--- config.mk ---
export PLATFORM = sky130hd
export DESIGN_NAME = sync_period_ctrl
export DESIGN_NICKNAME = d
export VERILOG_FILES = /design/src/rtl/sync_gen_pkg.sv /design/src/rtl/rise_detect.sv /design/src/rtl/sync_period_ctrl.sv
export SDC_FILE = /design/constraint.sdc
export NUM_CORES = 1
export LEC_CHECK = 0
export CORE_MARGIN = 2
export CORE_UTILIZATION = 25
export CTS_CLUSTER_SIZE = 24
export DETAILED_ROUTE_END_ITERATION = 10
export HOLD_SLACK_MARGIN = 0.15
export PLACE_DENSITY = 0.44
export SLEW_MARGIN = 20
export SYNTH_ARGS = -nofsm -noshare
export SYNTH_HDL_FRONTEND = slang
export SYNTH_SLANG_ARGS = --single-unit
--- constraint.sdc ---
create_clock -name user_clk -period 3.42 [get_ports user_clk]
set_input_delay 0.342 -clock user_clk [delete_from_list [all_inputs] [get_ports user_clk]]
set_output_delay 0.342 -clock user_clk [all_outputs]
set_load 0.02 [all_outputs]
--- src/rtl/sync_gen_pkg.sv ---
// Shared definitions for the sync generator: controller states, sel_reg field
// positions and the default minimum period.
package sync_gen_pkg;

  typedef enum logic [1:0] {
    IDLE  = 2'd0,
    ARMED = 2'd1,
    RUN   = 2'd2
  } sync_state_e;

  localparam int EN_BIT  = 31;
  localparam int ARM_BIT = 30;
  localparam int EXT_BIT = 29;
  localparam int PER_MSB = 23;

  localparam int DEFAULT_MIN_PERIOD = 2;

endpackage

--- src/rtl/rise_detect.sv ---
// One-flop rising-edge detector: rise is high while d is 1 and was 0 last cycle.
module rise_detect (
  input  logic clk,
  input  logic rst,
  input  logic d,
  output logic rise
);

  logic prev;

  always_ff @(posedge clk or posedge rst) begin
    if (rst) prev <= 1'b0;
    else     prev <= d;
  end

  assign rise = d & ~prev;

endmodule

--- src/rtl/sync_period_ctrl.sv ---
// Sync-pulse period controller: free-running or externally aligned one-cycle
// pulses, with the period shadowed so changes only land on period boundaries.
module sync_period_ctrl
  import sync_gen_pkg::*;
#(
  parameter int MIN_PERIOD = DEFAULT_MIN_PERIOD,
  parameter int CNT_W      = 32
) (
  input  logic             user_clk,
  input  logic             user_rst,
  input  logic [31:0]      sel_reg,
  input  logic             ext_sync,
  output logic             sync_out,
  output logic [CNT_W-1:0] sync_count,
  output logic             running,
  output logic             armed,
  output logic             misaligned,
  output sync_state_e      state
);

  localparam logic [CNT_W-1:0] MIN_M1 = CNT_W'(MIN_PERIOD - 1);

  logic             enable, arm, ext_mode;
  logic [CNT_W-1:0] period_ext, eff_m1;
  logic [CNT_W-1:0] cnt, per_q;
  logic             arm_rise, ext_rise, at_wrap, fire;
  logic             unused_bits;

  assign enable      = sel_reg[EN_BIT];
  assign arm         = sel_reg[ARM_BIT];
  assign ext_mode    = sel_reg[EXT_BIT];
  assign period_ext  = CNT_W'(sel_reg[PER_MSB:0]);
  assign eff_m1      = (period_ext < MIN_M1) ? MIN_M1 : period_ext;
  assign unused_bits = ^sel_reg[EXT_BIT-1:PER_MSB+1];

  rise_detect u_arm_rise (
    .clk  (user_clk),
    .rst  (user_rst),
    .d    (arm),
    .rise (arm_rise)
  );

  rise_detect u_ext_rise (
    .clk  (user_clk),
    .rst  (user_rst),
    .d    (ext_sync),
    .rise (ext_rise)
  );

  assign at_wrap = (cnt == per_q);

  // A re-sync edge takes priority over the wrap or the external edge it coincides with.
  always_comb begin
    fire = 1'b0;
    if (enable) begin
      case (state)
        IDLE:    fire = ~ext_mode;
        ARMED:   fire = arm_rise ? ~ext_mode : ext_rise;
        RUN:     fire = arm_rise ? ~ext_mode : at_wrap;
        default: fire = 1'b0;
      endcase
    end
  end

  always_ff @(posedge user_clk or posedge user_rst) begin
    if (user_rst) begin
      state      <= IDLE;
      cnt        <= '0;
      per_q      <= '0;
      sync_out   <= 1'b0;
      sync_count <= '0;
      misaligned <= 1'b0;
    end else begin
      sync_out <= fire;
      if (fire) begin
        sync_count <= sync_count + CNT_W'(1);
        per_q      <= eff_m1;
      end

      if (!enable) begin
        state <= IDLE;
        cnt   <= '0;
      end else if (fire) begin
        state <= RUN;
        cnt   <= '0;
      end else begin
        case (state)
          IDLE: begin
            cnt <= '0;
            if (ext_mode) state <= ARMED;
          end
          ARMED: cnt <= '0;
          RUN: begin
            if (arm_rise) begin
              state <= ARMED;
              cnt   <= '0;
            end else begin
              cnt <= cnt + CNT_W'(1);
            end
          end
          default: begin
            state <= IDLE;
            cnt   <= '0;
          end
        endcase
      end

      // An external edge landing exactly on the wrap counts as aligned.
      if (enable && arm_rise && state != IDLE)
        misaligned <= 1'b0;
      else if (state == RUN && ext_mode && ext_rise && !at_wrap)
        misaligned <= 1'b1;
    end
  end

  assign running = (state == RUN);
  assign armed   = (state == ARMED);

endmodule

* After elaboration in Yosys (flattened, before gate mapping)
Cells that the tools add are included.
Operators by class: $mul 0, muxes and demuxes 16, shift-type cells 0, magnitude comparators 1, reductions and logical operators 10, divide/modulo/power cells 0, bitwise logic cells 5, add/subtract/negate cells 2, equality and inequality tests 6
Operators by type and width (number):
- 32-bit 2-to-1 mux | 4
- 32-bit by 1-bit adder with 32-bit output, second input constant | 2
- 32-bit == test | 1
- 24-bit by 1-bit less-than comparator with 1-bit output, second input constant | 1
- 24-bit 2-to-1 mux | 1
- 2-bit 2-to-1 mux | 4
- 2-bit case mux with 3 select lines | 1
- 1-bit logical AND | 5
- 1-bit 2-to-1 mux | 5
- 4-bit by 2-bit != test with 1-bit output, second input constant | 1
- 4-bit != test, second input constant | 1
- 2-bit nonzero test | 2
- 3-bit by 2-bit != test with 1-bit output, second input constant | 1
- 1-bit inverter | 3
- 1-bit case mux with 3 select lines | 1
- 3-bit AND reduction | 1
- 1-bit bitwise AND | 2
- 2-bit by 1-bit == test with 1-bit output, second input constant | 1
- 2-bit == test, second input constant | 1
- 2-bit logical NOT | 1
- 1-bit logical NOT | 1
Storage, ports and cells: flip-flop bits (word level) 102, word-level logic and storage cells 48, memories 0, bits in writable memories 0, bits in latches 0, output and inout bits 38, bits of input ports 35, bits in read-only memories 0

* Logic depth before layout (Yosys ltp)
depth after elaboration 7, gate-level depth with buffers 9, gate-level depth less buffers 7

* Cells and area by module
Synthesis repeated with hierarchy kept, for this count alone.
Unflattened totals: cells, all modules 431, area total of the unflattened synthesis 4634.4 µm²
Modules (own cells, without submodules):
- sync_period_ctrl | cells an instance 425, seq. area each 2302.2 µm², area each 4549.4 µm², instances 1
- rise_detect | cells an instance 3, seq. area each 25.0 µm², area each 42.5 µm², instances 2

* Worst setup path after synthesis
OpenSTA, ideal clock, no wires.
path kind flip-flop to flip-flop, from register state[1], to register per_q[16], period minus slack after synthesis 2.074 ns, required time 3.295 ns, arrival 1.950 ns, setup time 0.125 ns, path slack 1.346 ns, buffers on the path 1, cell stages (with the launch flop) 6, path through dfrtp_1 -> nor2b_1 -> and4_1 -> a31o_2 -> buf_4 -> mux2_2
Between the ends: cells in the longest elaborated chain, start to end 3, elaborated cells on any way between the ends 5, those cells by class eq/ne (2); mux (2); reduce/logical (1)
RTL lines:
- start, declared | RTL line sync_period_ctrl.sv:18 | output sync_state_e state
- start signal, assigned | RTL line sync_period_ctrl.sv:67 | state <= IDLE;
- start signal, assigned | RTL line sync_period_ctrl.sv:81 | state <= IDLE;
- start signal, assigned | RTL line sync_period_ctrl.sv:84 | state <= RUN;
- 2-bit == test
- net running | RTL line sync_period_ctrl.sv:15 | output logic running,
- 1-bit case mux with 3 select lines | RTL line sync_period_ctrl.sv:56 | case (state)
- 1-bit 2-to-1 mux | RTL line sync_period_ctrl.sv:55 | if (enable) begin
- end signal, assigned | RTL line sync_period_ctrl.sv:77 | per_q <= eff_m1;
- end, declared | RTL line sync_period_ctrl.sv:25 | logic [CNT_W-1:0] cnt, per_q;
The timed path passes the listed nets, and every way through them passes these cells. A chain may end at the register's enable or synchronous reset.

* Worst setup path after layout
from register cnt[28], to register per_q[9]
Between the ends: cells in the longest elaborated chain, start to end 4
RTL lines:
- start, declared | RTL line sync_period_ctrl.sv:25
- start signal, assigned | RTL line sync_period_ctrl.sv:98 | cnt <= cnt + CNT_W'(1);
- 32-bit == test | RTL line sync_period_ctrl.sv:50 | assign at_wrap = (cnt == per_q);
- 1-bit 2-to-1 mux | RTL line sync_period_ctrl.sv:59 | RUN: fire = arm_rise ? ~ext_mode : at_wrap;
- 1-bit case mux with 3 select lines | RTL line sync_period_ctrl.sv:56
- 1-bit 2-to-1 mux | RTL line sync_period_ctrl.sv:55
No other way between the ends.

==> results.md <==
- Clock Latency Late Sink: 360 ps
- Antenna Cells: 0
- Routed WL: 10800 um
- Vias in the first global route: 3404
- Post-CTS Setup Repair Bufs: 0
- Largest net degree at the start of global routing: 59
- Vias: 3197
- Max-slew violations: 0
- Clock slew at reported path FFs: 60 ps
- Routability cong.: 0.735
- Avg Inst Size Synth: 10.9 um2
- Max frequency: 413 MHz
- IO Count: 73
- Max_slew headroom: 53.3%
- Slowest stage delay, CP: 480 ps
- Worst path cell trace: nor4_2 > nand2_1 > nor4_2 > a31o_2 > buf_12 > mux2_2
- Drt pass-1 iters: 4
- Sequential-to-total area share from yosys stat: 51.8%
- Net Sw Frac: 25.8%
- Final period utilization: 70.8%
- CTS Sinks: 94
- M1 wire length: 5370 um
- Yosys warnings: 0
- Clock Power Share: 38.8%
- CTS tree: built
- Seq pwr share: 45.4%
- Remaining Overflow, GRT: 0
- Crit path DAT: 2660 ps
- WS Path Type: flop to flop
- Crit path time final: 2420 ps
- Crit Reg-Reg Startpoint: cnt[28]
- Main synth FF type: dfrtp_1
- Crit. End Element: flop
- Worst hold path type: primary input to asynchronous set/reset pin
- Cell Pwr Density: 511 mW/mm2
- CP startpoint: cnt[28]
- Nets: 521
- Critical path required time: 3660 ps
- Most frequent cells in the layout: dfrtp_1 (94), clkdlybuf4s50_1 (67), xnor2_1 (60)
- Worst slew pin tran: 700 ps
- Slowest CP cell: nor4_2
- Reg2Reg Depth: 6
- Fraction of layout instances using a drive strength above 1: 10.0%
- Gr usage total: 11.8%
- Setup-failing EPs final: 0
- RSZ-0062 raised after global routing: no
- R2r endpoint: per_q[9]
- Port Buf Inserts: 67
- Net Sw Power: 764 uW
- Max VDD drop: 317 uV
- Met2 wire len: 5030 um
- Initial Util: 25.3%
- # hold bufs at CTS: 0
- Combinational Power Share: 15.9%
- Internal Power: 2190 uW
- WHS: 406 ps
- Post-DP HPWL: 7650 um
- Leak pwr: 0.00226 uW
- Most used cell, CP: nor4_2
- Detail Route Antenna Nets: 0
- First-pass GRT wire length: 17900 um
- Vias per cell: 4.45
- # DRC: 0
- Final Skew: 8.59 ps
- Synth Instances: 417
- Antenna violations before repair: 0
- Setup total negative slack: 0 ps
- Ys async rst share: 100%
- Met3 WL: 202 um
- Core area: 0.0179 mm2
- FP Rows: 49
- CP startpoint kind: flop
- Netlist cell types: 32
- Fillers: 1833
- Final Hold Fails: 0
- DIE AREA: 0.0192 mm2
- Root buf cell: clkbuf_16
- Uppermost layer routed: met4
- CP Max Fanout: 58
- Area growth, synth to finish: 27.7%
- # resized after CTS: 0
- Die X-Extent: 139 um
- Num CTS Buffers: 9
- Routed len/inst: 15.1 um
- Initial DRC Count: 166
- Deepest clock path buffer count: 2
- EDFF count, synth: 0
- Setup crit end: per_q[9]
- Die Y: 139 um
- Commonest non-fill, non-tap cell in the layout: dfrtp_1
- Syn Nets: 454
- Status: complete, no violations
- Area of the mapped netlist: 0.00454 mm2
- Reg2reg setup slack: 1000 ps
- #FFs+latches synth: 94
- Max cap viols: 0
- Htree depth: 3
worst max-delay path, delay by kind of cell (launching register included):
family                 cells  cell delay, ps
buffers and inverters      1             280
muxes                      1             370
DFF                        1             440
and+or+nand+nor            3             930
AOI/OAI and AO/OA          1             260
worst min path at each step:
stage | start | endpoint | slack [ps]
after floorplan | sel_reg[30] | u_arm_rise.prev | 370
after CTS | user_rst | state[1] | 430
after global placement | sync_count[31] | sync_count[31] | 460
final | user_rst | state[1] | 410
after global routing | user_rst | state[1] | 480
after detailed placement | sync_count[31] | sync_count[31] | 460
state kept, by name, summed over array words and instances, names as in the netlist:
| name | flops |
|---|---|
| cnt | 32 |
| sync_count | 32 |
| per_q | 24 |
| state | 2 |
| misaligned | 1 |
| sync_out | 1 |
| u_arm_rise.prev | 1 |
| u_ext_rise.prev | 1 |
cell type report:
type | instances | area (um2) | area share, %
multi-input cells | 306 | 2080 | 36.0
clock inverters | 7 | 113 | 1.94
well taps | 229 | 287 | 4.95
flip-flops and latches | 94 | 2350 | 40.6
clock buffers | 9 | 225 | 3.89
repair buffers | 70 | 718 | 12.4
inverters | 3 | 12.5 | 0.216
cell usage after synthesis, types with 2 or more instances:
cell      count  share of area, %
buf_4         2              0.33
a21oi_1       3              0.33
nand2b_1      2              0.28
inv_1         3              0.25
nor3_1        4              0.44
buf_6         3              0.74
or3_1         2              0.28
and4_1        8               1.5
ha_1          2              0.55
nand2_1      27               2.2
nor2_1       51               4.2
o21ai_0       3              0.33
dfrtp_1      94                52
mux2_2       24               6.0
nor2b_1       4              0.55
clkbuf_1      4              0.33
nand3_1      19               2.1
xor2_1       25               4.8
nand4_1      30               4.1
nor4_2        4               1.1
buf_2         5              0.55
nor4_1        7              0.97
and2_1        2              0.28
and3_1       22               3.0
xnor2_1      60                12
cell families after synthesis:
group | Yosys count | share of synthesized area, %
multiplexers | 24 | 5.96
flip-flops | 94 | 51.8
buffers and inverters | 17 | 2.21
AND/OR/NAND/NOR | 183 | 21.3
XOR/XNOR | 85 | 16.4
adder cells (fa/ha/maj) | 2 | 0.551
AO/OA/AOI/OAI | 12 | 1.71
per-layer routing:
metal  up-vias  GRT usage, %
li1       1575             -
met1      1571          15.8
met2        36          18.8
met3        15          1.90
met4         0          5.26
met5         -             0
metrics by stage:
stage	cell area (um2)	util [%]	cells	setup WS, ps	total power (uW)
detailed placement	5450	30.5	702	999	1840
global route	5790	32.4	718	866	3090
global placement	5450	30.5	702	1040	1840
floorplan	4540	-	417	629	1630
finish	5790	32.4	718	999	2960
CTS	5790	32.4	718	981	3010
power groups by stage:
stage	clock network, uW	registers (uW)	logic, uW
3_5_place_dp	0	1370	477
2_1_floorplan	0	1380	252
3_3_place_gp	0	1370	471
5_1_grt	1220	1360	511
6_report	1150	1340	469
4_1_cts	1180	1350	479
Power figures use the tool's default switching activity.
